[config.mk]
export PLATFORM = sky130hd
export DESIGN_NAME = alu_result_fifo
export DESIGN_NICKNAME = d
export VERILOG_FILES = /design/src/rtl/alu_result_fifo.sv
export SDC_FILE = /design/constraint.sdc
export NUM_CORES = 1
export LEC_CHECK = 0
export BUFFER_PORTS_ARGS = -buffer_cell sky130_fd_sc_hd__buf_2
export CAP_MARGIN = 15
export CELL_PAD_IN_SITES_DETAIL_PLACEMENT = 0
export CELL_PAD_IN_SITES_GLOBAL_PLACEMENT = 1
export CORE_AREA = 4 4 98 100
export CTS_CLUSTER_DIAMETER = 60
export CTS_CLUSTER_SIZE = 20
export DETAILED_ROUTE_END_ITERATION = 10
export DIE_AREA = 0 0 102 104
export PLACE_DENSITY = 0.81
export SYNTH_ARGS = -nofsm -noshare
export SYNTH_HDL_FRONTEND = slang
export SYNTH_SLANG_ARGS = --single-unit
export TNS_END_PERCENT = 50
[constraint.sdc]
create_clock -name clk -period 2.5 [get_ports clk]
set_input_delay 0.625 -clock clk [delete_from_list [all_inputs] [get_ports clk]]
set_output_delay 0.625 -clock clk [all_outputs]
set_load 0.05 [all_outputs]
[src/rtl/alu_result_fifo.sv]
// First-word-fall-through result FIFO behind the 16-bit ALU, with saturating zero/negative counters.
// Optional flag consistency checker enabled by defining ALU_FLAG_CHECK_EN.
module alu_result_fifo #(
   parameter int unsigned WIDTH = 16,
   parameter int unsigned DEPTH = 4,
   parameter int unsigned CNTW  = 8
) (
   input  logic                     clk,
   input  logic                     rst,
   input  logic                     in_valid,
   output logic                     in_ready,
   input  logic [WIDTH-1:0]         in_data,
   input  logic                     in_zer,
   input  logic                     in_neg,
   output logic                     out_valid,
   input  logic                     out_ready,
   output logic [WIDTH-1:0]         out_data,
   output logic                     out_zer,
   output logic                     out_neg,
   output logic [$clog2(DEPTH):0]   count,
   output logic [CNTW-1:0]          zero_cnt,
   output logic [CNTW-1:0]          neg_cnt,
   output logic                     flag_err
);

   localparam int unsigned AW = $clog2(DEPTH);
   localparam logic [AW:0] FULL_CNT = DEPTH[AW:0];

   logic [WIDTH+1:0] r_mem [DEPTH];
   logic [AW-1:0]    r_wr_ptr;
   logic [AW-1:0]    r_rd_ptr;
   logic [AW:0]      r_count;
   logic [CNTW-1:0]  r_zero_cnt;
   logic [CNTW-1:0]  r_neg_cnt;
   logic             w_push;
   logic             w_pop;
   logic             w_empty;
   logic [WIDTH+1:0] w_head;

   assign w_empty   = (r_count == '0);
   assign in_ready  = (r_count != FULL_CNT);
   assign out_valid = !w_empty;
   assign w_push    = in_valid && in_ready;
   assign w_pop     = out_valid && out_ready;

   // Head is muxed straight from storage and blanked when empty.
   assign w_head    = r_mem[r_rd_ptr];
   assign out_data  = w_empty ? '0   : w_head[WIDTH-1:0];
   assign out_zer   = w_empty ? 1'b0 : w_head[WIDTH];
   assign out_neg   = w_empty ? 1'b0 : w_head[WIDTH+1];

   assign count     = r_count;
   assign zero_cnt  = r_zero_cnt;
   assign neg_cnt   = r_neg_cnt;

   always_ff @(posedge clk) begin
      if (w_push && !rst) begin
         r_mem[r_wr_ptr] <= {in_neg, in_zer, in_data};
      end
   end

   always_ff @(posedge clk) begin
      if (rst) begin
         r_wr_ptr   <= '0;
         r_rd_ptr   <= '0;
         r_count    <= '0;
         r_zero_cnt <= '0;
         r_neg_cnt  <= '0;
      end else begin
         if (w_push) begin
            r_wr_ptr <= r_wr_ptr + AW'(1);
            if (in_zer && (r_zero_cnt != '1)) begin
               r_zero_cnt <= r_zero_cnt + CNTW'(1);
            end
            if (in_neg && (r_neg_cnt != '1)) begin
               r_neg_cnt <= r_neg_cnt + CNTW'(1);
            end
         end
         if (w_pop) begin
            r_rd_ptr <= r_rd_ptr + AW'(1);
         end
         if (w_push && !w_pop) begin
            r_count <= r_count + (AW+1)'(1);
         end else if (w_pop && !w_push) begin
            r_count <= r_count - (AW+1)'(1);
         end
      end
   end

`ifdef ALU_FLAG_CHECK_EN
   logic r_flag_err;
   logic w_flag_bad;

   assign w_flag_bad = (in_zer != (in_data == '0)) || (in_neg != in_data[WIDTH-1]);
   assign flag_err   = r_flag_err;

   always_ff @(posedge clk) begin
      if (rst) begin
         r_flag_err <= 1'b0;
      end else if (w_push && w_flag_bad) begin
         r_flag_err <= 1'b1;
      end
   end
`else
   assign flag_err = 1'b0;
`endif

endmodule

==> results by group <==
Routing
  • First-pass DRT Iterations: 4
  • DR vias/cell: 5.287
  • Total Wirelength: 7086 microns
  • Vias: 2300
  • Initial drt markers: 63
  • Residual DRC: 0
  • WL/cell: 16.29 microns
  • Routed Antenna Nets: 0

Synthesis
  • Syn nets: 284
  • Yosys cell types: 30
  • Largest area contributor in the netlist: edfxtp_1
  • Synth Register Bits: 97
  • Post-synthesis sequential area ratio: 67.43%
  • Top-area cell type share of the netlist area: 54.75%
  • Post-synthesis cell count: 254
  • Mean Syn Cell Area: 15.55 sq um
  • Syn Std Cell Area: 3949 sq um
  • Synth top area cells: edfxtp_1 (55%), dfxtp_1 (13%), mux4_2 (10%)
  • Syn. warnings: 0

Power and ir drop
  • VDD IR max: 375.0 uV
  • PwrDens: 1059 nW/um^2
  • Final Total Pwr: 4861 uW
  • LEAKAGE: 0.001670 uW

Clocking
  • CTS Hold Bufs: 0
  • Clock buffer depth: 2
  • Clock sink count: 97
  • Worst-path clk slew: 90 ps
  • CTS Buf Count: 9
  • CTS tree: done
  • Clock latency on the worst-skew pair: 360 ps
  • Htree depth: 3
  • Root buffer cell: clkbuf_8

Cells and area
  • Area growth syn-to-layout: 16.19%
  • Most frequent cells in the layout: edfxtp_1 (72), buf_2 (60), and2_1 (25)
  • Ant. Diodes: 0
  • Fraction of layout cells with a size suffix above 1: 32.11%
  • Post-layout net count: 352
  • Leading cell type in the layout, fill and taps excluded: edfxtp_1

Flow run
  • Maxcap violations: 0

Global route
  • Met3 Usage GRT: 3.085%
  • Gr ovfl total: 0
  • Initial antenna violation count: 0
  • Global-route wire length before repair: 11300 microns
  • Met1 GRT Util: 16.54%
  • GRT met2 Usage: 23.31%
  • Vias in the first global route: 2346
  • Pin count of the biggest net entering global routing: 26
  • GRT busiest layer: met2
  • Total GRT Usage: 13.74%

Timing
  • RSZ-0062 raised after global routing: no
  • Period utilisation layout: 96.87%
  • Max-slew violations: 0
  • Final hold violations: 0
  • Min Tclk post-route: 2422 ps
  • Fmax: 412.9 MHz
  • Final setup viols: 0
  • Setup_tns: 0 ps
  • Layout Skew: 10.53 ps

Min path
  • Hold endpoint: r_mem[2][0]
  • Min-Delay Path Class: in -> reg
  • Hold Crit Start: in_data[0]
  • Hold path cells: 1

Placement
  • Buffers on Ports: 60
  • GP Congestion: 0.7431
  • DP Wirelength: 4531 microns

Worst setup path
  • Crit end category: primary output
  • R2R setup slack: 290 ps
  • Worst EP arrival: 1800 ps
  • R2r startpoint: count[0]
  • R2r worst-path depth: 8
  • CP Class: reg -> out
  • Worst R2R End: count[2]
  • Critical Path RT: 1880 ps
  • Startpoint Class: register
  • Crit path max fanout: 9

Status
  • Status: finished clean

Floorplanning
  • Initial Util: 45.50%
  • Total core area: 8678 sq um
  • DIE AREA: 10610 sq um
  • Height of the die: 104 microns
  • IO Pins: 62
  • Row cnt: 34
  • Die Width: 102 microns
[synthesized netlist by cell type]
master / instances
dfxtp_1: 25
and3_1: 2
xnor2_1: 1
nand3_1: 8
buf_6: 2
or2_2: 1
or3_1: 13
clkbuf_2: 1
nand4_1: 3
a21oi_1: 13
o21ai_0: 12
ha_1: 7
mux2i_1: 3
conb_1: 1
and4_1: 2
buf_2: 1
o2111ai_4: 1
nand2_1: 7
o211ai_2: 1
mux4_2: 18
or3b_1: 1
xor2_1: 7
buf_4: 2
inv_1: 6
fa_1: 1
and2_1: 25
buf_1: 1
nor2_1: 12
edfxtp_1: 72
clkbuf_1: 5
[metrics by stage]
stage               util [%]  std cells  worst slack (ps)  hold WS [ps]  instance area [sq um]
floorplan                  -        254             9.426         469.2                   3950
global placement       50.55        418             313.5         485.6                   4387
detailed placement     50.55        418             252.8         494.3                   4387
CTS                    52.54        434             9.701         463.1                   4559
global route           52.87        435             3.828         466.7                   4588
finish                 52.87        435             78.15         480.9                   4588
[cell type report]
| class | instances | area (sq um) |
|---|---|---|
| Timing Repair Buffer | 69 | 397.9 |
| Sequential cell | 97 | 2666 |
| Clock buffer | 11 | 131.4 |
| Inverter | 6 | 22.52 |
| Fill cell | 760 | 4090 |
| Clock inverter | 5 | 41.29 |
| Tap cell | 108 | 135.1 |
| Multi-Input combinational cell | 139 | 1194 |
[power breakdown]
part	switching (uW)	leakage, uW	internal, uW
combinational	1380	0.000732	640
sequential	79.2	0.000857	1860
clock	535	0.0000801	370
total	1990	0.00167	2870
[sequential cells by signal (all words and copies together) (netlist names), named ones only]
name	flops
r_rd_ptr	2
neg_cnt	8
r_mem	72
count	3
zero_cnt	8
r_wr_ptr	2
[worst max path at each step]
stage	end	slack (ps)	depth (start not counted)
floorplan	count[2]	9	10
global placement	count[2]	310	9
detailed placement	count[2]	250	9
CTS	out_zer	10	4
global route	out_zer	4	4
finish	out_neg	80	4
[critical path: stages (launching register included)]
cell and delay [ps]:
dfxtp_4 390, clkbuf_16 180, mux4_2 490, and2_1 170
buf_2 210
[cells by family (layout without fill, tap and decap cells)]
group / after synthesis / after routing / synth area share (%)
AO/OA/AOI/OAI: 27 / 27 / 4.151
XOR/XNOR: 8 / 8 / 1.774
adder cells (fa/ha/maj): 8 / 8 / 2.725
buffers and inverters: 18 / 91 / 2.344
flip-flops: 97 / 97 / 67.43
multiplexers: 21 / 21 / 11.03
other: 1 / 1 / 0.09497
AND/OR/NAND/NOR: 74 / 74 / 10.46
[timing repair]
item,in CTS,in global routing
setup buffers,0,0
setup endpoints to repair,0,18
resized for setup,0,2
[routing by layer]
layer / part of all wire (%) / wire [microns] / vias to the layer above
li1: - / - / 1086
met1: 43 / 3039 / 1130
met2: 48 / 3427 / 73
met3: 7.2 / 511 / 11
met4: 1.5 / 108 / 0
met5: 0 / 0 / -
No activity file was read; power rests on OpenSTA's default activity.
